## src/rtl/comparator_pkg.sv

```systemverilog
// comparator_pkg: result encodings and FSM states shared by the serial comparator.
package comparator_pkg;
    localparam logic [2:0] CMP_GT   = 3'b100;
    localparam logic [2:0] CMP_EQ   = 3'b010;
    localparam logic [2:0] CMP_LT   = 3'b001;
    localparam logic [2:0] CMP_NONE = 3'b000;
    typedef enum logic {ST_IDLE, ST_CMP} state_t;
endpackage

```

## src/rtl/comparator_chunk.sv

```systemverilog
// comparator_chunk: single-cycle unsigned magnitude compare of one CHUNK-bit slice.
module comparator_chunk #(
    parameter int CHUNK = 2
) (
    input  logic [CHUNK-1:0] i_a,
    input  logic [CHUNK-1:0] i_b,
    output logic             o_gt,
    output logic             o_eq,
    output logic             o_lt
);
    assign o_gt = i_a > i_b;
    assign o_eq = i_a == i_b;
    assign o_lt = i_a < i_b;
endmodule

```

## src/rtl/comparator_serial.sv

```systemverilog
// comparator_serial: multi-cycle magnitude comparator, MSB chunk first, early exit on first difference.
module comparator_serial
    import comparator_pkg::*;
#(
    parameter int WIDTH = 8,
    parameter int CHUNK = 2
) (
    input  logic                           i_clk,
    input  logic                           i_rst_n,
    input  logic                           i_start,
    input  logic                           i_signed,
    input  logic [WIDTH-1:0]               i_a,
    input  logic [WIDTH-1:0]               i_b,
    output logic [2:0]                     o_f,
    output logic                           o_valid,
    output logic                           o_busy,
    output logic [$clog2(WIDTH/CHUNK):0]   o_steps
);
    localparam int NCHUNK = WIDTH / CHUNK;
    localparam int SW     = $clog2(NCHUNK) + 1;

    if (WIDTH < 1 || CHUNK < 1 || CHUNK > WIDTH || WIDTH % CHUNK != 0) begin : g_bad_params
        $error("comparator_serial: illegal WIDTH/CHUNK combination");
    end

    state_t           r_state, w_state_nxt;
    logic [WIDTH-1:0] r_a, r_b, w_sign_mask;
    logic [SW-1:0]    r_idx;
    logic             w_gt, w_eq, w_lt, w_done, w_finish, w_accept;
    logic [2:0]       w_f_nxt;

    // Flipping the sign bit maps two's-complement order onto unsigned order.
    assign w_sign_mask = WIDTH'(i_signed) << (WIDTH - 1);

    comparator_chunk #(.CHUNK(CHUNK)) u_chunk (
        .i_a  (r_a[WIDTH-1 -: CHUNK]),
        .i_b  (r_b[WIDTH-1 -: CHUNK]),
        .o_gt (w_gt),
        .o_eq (w_eq),
        .o_lt (w_lt)
    );

    always_comb begin
        w_done      = !w_eq || r_idx == SW'(NCHUNK - 1);
        w_state_nxt = r_state == ST_IDLE ? (i_start ? ST_CMP : ST_IDLE)
                                         : (w_done ? ST_IDLE : ST_CMP);
    end

    always_comb begin
        w_accept = r_state == ST_IDLE && i_start;
        w_finish = r_state == ST_CMP && w_done;
        w_f_nxt  = w_gt ? CMP_GT : w_lt ? CMP_LT : CMP_EQ;
    end

    always_ff @(posedge i_clk or negedge i_rst_n) begin
        if (!i_rst_n) begin
            r_state <= ST_IDLE;
            r_a     <= '0;
            r_b     <= '0;
            r_idx   <= '0;
            o_f     <= CMP_NONE;
            o_valid <= 1'b0;
            o_busy  <= 1'b0;
            o_steps <= '0;
        end else begin
            r_state <= w_state_nxt;
            o_valid <= w_finish;
            o_busy  <= w_state_nxt == ST_CMP;
            if (w_finish) begin
                o_f     <= w_f_nxt;
                o_steps <= r_idx + SW'(1);
            end
            // Operands shift left so the chunk under test is always the top slice.
            if (w_accept) begin
                r_a   <= i_a ^ w_sign_mask;
                r_b   <= i_b ^ w_sign_mask;
                r_idx <= '0;
            end else if (r_state == ST_CMP && !w_done) begin
                r_a   <= r_a << CHUNK;
                r_b   <= r_b << CHUNK;
                r_idx <= r_idx + SW'(1);
            end
        end
    end
endmodule

```

## config.mk

```make
export PLATFORM = sky130hd
export DESIGN_NAME = comparator_serial
export DESIGN_NICKNAME = d
export VERILOG_FILES = /design/src/rtl/comparator_pkg.sv /design/src/rtl/comparator_chunk.sv /design/src/rtl/comparator_serial.sv
export SDC_FILE = /design/constraint.sdc
export NUM_CORES = 1
export LEC_CHECK = 0
export CORE_ASPECT_RATIO = 2
export CORE_MARGIN = 8
export CORE_UTILIZATION = 25
export CTS_CLUSTER_DIAMETER = 100
export DETAILED_ROUTE_END_ITERATION = 12
export PLACE_DENSITY = 0.45
export SLEW_MARGIN = 20
export SYNTH_ARGS = -nofsm -noshare
export SYNTH_HDL_FRONTEND = slang
export SYNTH_SLANG_ARGS = --single-unit
```

## constraint.sdc

```tcl
create_clock -name i_clk -period 2.3 [get_ports i_clk]
set_input_delay 0.46 -clock i_clk [delete_from_list [all_inputs] [get_ports i_clk]]
set_output_delay 0.46 -clock i_clk [all_outputs]
set_load 0.03 [all_outputs]
```

Word-level counts from Yosys, hierarchy flattened
Cells that the tools add are included.
{"block": "word_totals", "ff_bits": 27, "input_bits": 20}
{"block": "classes", "magnitude_cmp": 2, "n_reduce_logical": 7, "n_mux": 11, "addsub": 1, "bitwise": 3, "n_eq_ne": 2}
{"operator": "$mux W8", "n": 4}
{"operator": "$xor A8 B8 Y8", "n": 2}
{"operator": "$mux W3", "n": 3}
{"operator": "$add A3 B1 Y3 const B", "n": 1}
{"operator": "$eq A3 B2 Y1 const B", "n": 1}
{"operator": "$logic_and A1 B1 Y1", "n": 3}
{"operator": "$mux W1", "n": 3}
{"operator": "$eq A2 B2 Y1", "n": 1}
{"operator": "$gt A2 B2 Y1", "n": 1}
{"operator": "$logic_not A1 Y1", "n": 2}
{"operator": "$lt A2 B2 Y1", "n": 1}
{"operator": "$mux W2", "n": 1}
{"operator": "$reduce_bool A2 Y1", "n": 1}
{"operator": "$logic_or A1 B1 Y1", "n": 1}
{"operator": "$not A1 Y1", "n": 1}

Longest topological paths before layout
{"block": "depth", "depth_word": 7, "depth_mapped": 7, "ltp_nobuf": 5}

Modules after synthesis
From an unflattened synthesis, not the netlist that was laid out.
{"block": "hier_totals", "cells_unflattened": 117, "area_unflattened_um2": 1248.7}
{"module": "comparator_serial", "n_inst": 1, "cells_per_inst": 108, "area_per_inst_um2": 1186.1, "seq_area_each_um2": 675.6}
{"module": "comparator_chunk", "n_inst": 1, "cells_per_inst": 9, "area_per_inst_um2": 62.6, "seq_area_each_um2": 0.0}

Worst setup path before layout
Ideal clock, no wire load.
{"block": "synth_path", "path_kind": "register -> register", "start": "register r_idx[0]", "end": "register o_f[0]", "arrival_time_ns": 1.439, "setup_ns": 0.125, "t_required_ns": 2.175, "slack_ns": 0.736, "path_buffers": 0, "path_stages_with_launch": 5, "path_cell_list": "dfrtp_1 ha_1 ha_1 o21ai_2 mux2_2"}
{"block": "synth_via", "elab_chain_len": 3}
{"element": "start, declared", "line_no": "comparator_serial.sv:28", "text": "logic [SW-1:0] r_idx;"}
{"element": "start signal, assigned", "line_no": "comparator_serial.sv:81", "text": "r_idx <= r_idx + SW'(1);"}
{"element": "$eq A3 B2 Y1", "line_no": "comparator_serial.sv:44", "text": "w_done = !w_eq || r_idx == SW'(NCHUNK - 1);"}
{"element": "$logic_or A1 B1 Y1", "line_no": "comparator_serial.sv:44"}
{"element": "$logic_and A1 B1 Y1", "line_no": "comparator_serial.sv:51", "text": "w_finish = r_state == ST_CMP && w_done;"}
{"element": "end signal, assigned", "line_no": "comparator_serial.sv:70", "text": "o_f <= w_f_nxt;"}
{"element": "end, declared", "line_no": "comparator_serial.sv:14", "text": "output logic [2:0] o_f,"}
No other way between the ends.
A chain may end at the register's enable or synchronous reset.

==> run summary <==
Worst slew margin = 51.2%
Initial DRC Count = 24
Share of cells above drive strength 1 = 8.55%
XOR/XNOR Fraction of Synth Area = 1.43%
CTS root buf = clkbuf_8
DIE AREA = 7510 um2
Syn_nets = 146
Final Util = 33.9%
GRT overflow = 0
Pleak = 0.773 nW
Final HPWL DP = 2040 um
First-pass GRT wire length = 4770 um
Place WS = 0.499 ns
WP data arrival = 1.44 ns
Warnings, synthesis = 0
RSZ-0062 raised after global routing = false
Tcrit/Tclk final = 82.5%
Die height = 115 um
Post-route ant nets = 0
Mean Syn Cell Area = 10.0 um2
Max-cap viol count = 0
Post-Syn Area = 1220 um2
Postcts setup bufs = 0
Worst VDD drop = 0.000539 V
CTS max path bufs = 2
Slowest-stage cell, CP = clkdlybuf4s50_1
Gr usage total = 7.87%
Post-route setup TNS = 0 ns
DR DRC count = 0
Seq cells post-synth = 27
Vias post-DR = 953
Commonest cells after routing, fill and taps aside = clkdlybuf4s50_1 (27), dfrtp_1 (27), nand2_1 (25)
Fmax = 527 MHz
Slew @ Worst Pin = 0.732 ns
Largest family of logic cells by synthesized area = simple AND/OR/NAND/NOR gates
I/O Buffers = 27
Critical path class = reg2out
Register area share after synthesis = 55.3%
Reg clk slew, reported paths = 0.09 ns
Worst path max stage delay = 0.71 ns
Hold WC Path Type = reg2reg
Worst path cell trace = clkdlybuf4s50_1
Final worst-path setup slack = 0.402 ns
Num CTS Buffers = 3
Pwr Density = 1290 nW/um2
Final Slew Violations = 0
Drt wl/cell = 13.6 um
Simple-gate share of the synthesized area = 19.2%
Placer Congestion = 0.728
CP bufs+invs = 1
DIE WIDTH = 65.4 um
Antenna violations before repair = 0
Initial Util = 25.6%
Number of clock sinks = 27
Clock latency on the worst-skew pair = 0.27 ns
Largest net degree at the start of global routing = 28
Period minus WS final = 1.90 ns
Post-synth top area share = 55.3%
Final nets = 177
Adder-cell share of the synthesized area = 4.10%
Top cell type by total area after synthesis = dfrtp_1
N_diodes = 0
Drt total wl = 2830 um
# IOs = 28
# setup viols final = 0
CTS H-tree depth = 1
Top post-synthesis cells by area = dfrtp_1 (55%), nand3_1 (8.2%), nand2_1 (7.7%)
CP Capture Type = primary output
Required @ worst endpoint = 1.84 ns
Core Region = 4770 um2
Mapped Cells = 122
Yosys cell types = 24
Startpoint type of the worst setup path = flip-flop
Final clock skew = 0.00298 ns
Site row count = 36
CP Max Fanout = 7
CTS tree = built
CP top delay family = buffers and inverters
Vias in the first global route = 1021
Initial DRT Pass Iterations = 4
DR vias/cell = 4.56
Area Overhead vs Synth = 32.7%
Proportion of synthesized area in mux cells = 4.30%
Endpoints failing hold = 0
Hold_buf cts = 0
PostCTS Resize Cnt = 0
Synth Area in Compound Gates = 9.63%
Status = completed
-- worst reg2reg max path, cell delays in order (launching register included) --
cell,delay (ns)
dfrtp_1,0.42
ha_1,0.21
ha_1,0.21
and4b_1,0.45
nor3_1,0.08
a221o_1,0.27
-- cells by family after synthesis --
kind of cell,count (synthesis)
AOI/OAI and AO/OA,16
and+or+nand+nor,51
xor gates and xnor gates,2
DFF,27
muxes,5
adders and majority gates,4
buffers and inverters,17
-- Yosys cell counts --
| library cell | number |
|---|---|
| a21oi_1 | 1 |
| a221o_1 | 1 |
| a22oi_1 | 9 |
| and4b_1 | 1 |
| buf_2 | 5 |
| buf_4 | 1 |
| clkbuf_1 | 2 |
| dfrtp_1 | 27 |
| ha_1 | 4 |
| inv_1 | 9 |
| mux2_2 | 2 |
| mux2i_1 | 3 |
| nand2_1 | 25 |
| nand2b_1 | 1 |
| nand3_1 | 20 |
| nand4b_1 | 1 |
| nor2_1 | 1 |
| nor2b_1 | 1 |
| nor3_1 | 1 |
| o211ai_1 | 1 |
| o21ai_0 | 2 |
| o21ai_2 | 1 |
| o2bb2ai_1 | 1 |
| xor2_1 | 2 |
-- metal layers --
| metal | vias up | track usage (%) | wire length [um] |
|---|---|---|---|
| met2 | 27 | 11.8 | 1290 |
| li1 | 473 | - | - |
| met4 | 0 | 3.52 | 25 |
| met5 | - | 0 | 0 |
| met1 | 451 | 10.2 | 1340 |
| met3 | 2 | 2.24 | 184 |
-- area by class of cell --
cell class	instances	area (um2)
Inverter	9	33.8
Sequential cell	27	676
Multi-Input combinational cell	78	472
Timing Repair Buffer	34	323
Tap cell	57	71.3
Fill cell	530	3150
Clock buffer	4	45.0
-- power breakdown --
part	internal, mW	total, mW	switching, mW
Combinational	0.448	1.02	0.576
Clock	0.124	0.268	0.144
Sequential	0.683	0.799	0.115
Total	1.25	2.09	0.836
-- registers in the layout, indices dropped and copies added, names as in the netlist --
register,cells
o_f,3
o_steps,3
o_valid,1
r_a,8
r_b,8
r_idx,3
r_state,1
-- final timing paths --
| check | slack [ns] | end | depth (start not counted) | start |
|---|---|---|---|---|
| worst max-delay path | 0.40 | o_busy | 1 | r_state |
| worst min-delay path | 0.49 | r_a[2] | 2 | r_a[0] |
| worst max register to register | 0.55 | r_a[6] | 5 | r_idx[0] |
| worst min register to register | 0.49 | r_a[2] | 2 | r_a[0] |
| max in group asynchronous | 1.48 | r_a[6] | 2 | i_rst_n |
| min in group asynchronous | 0.55 | o_f[0] | 2 | i_rst_n |
-- metrics by stage --
| stage | power, mW | hold slack (ns) | instances | instance area (um2) |
|---|---|---|---|---|
| floorplan | 1.49 | 0.164 | 122 | 1220 |
| global placement | 1.84 | 0.474 | 205 | 1580 |
| detailed placement | 1.85 | 0.474 | 205 | 1580 |
| CTS | 2.13 | 0.497 | 209 | 1620 |
| global route | 2.26 | 0.527 | 209 | 1620 |
| finish | 2.09 | 0.493 | 209 | 1620 |
No activity file was read; power rests on OpenSTA's default activity.
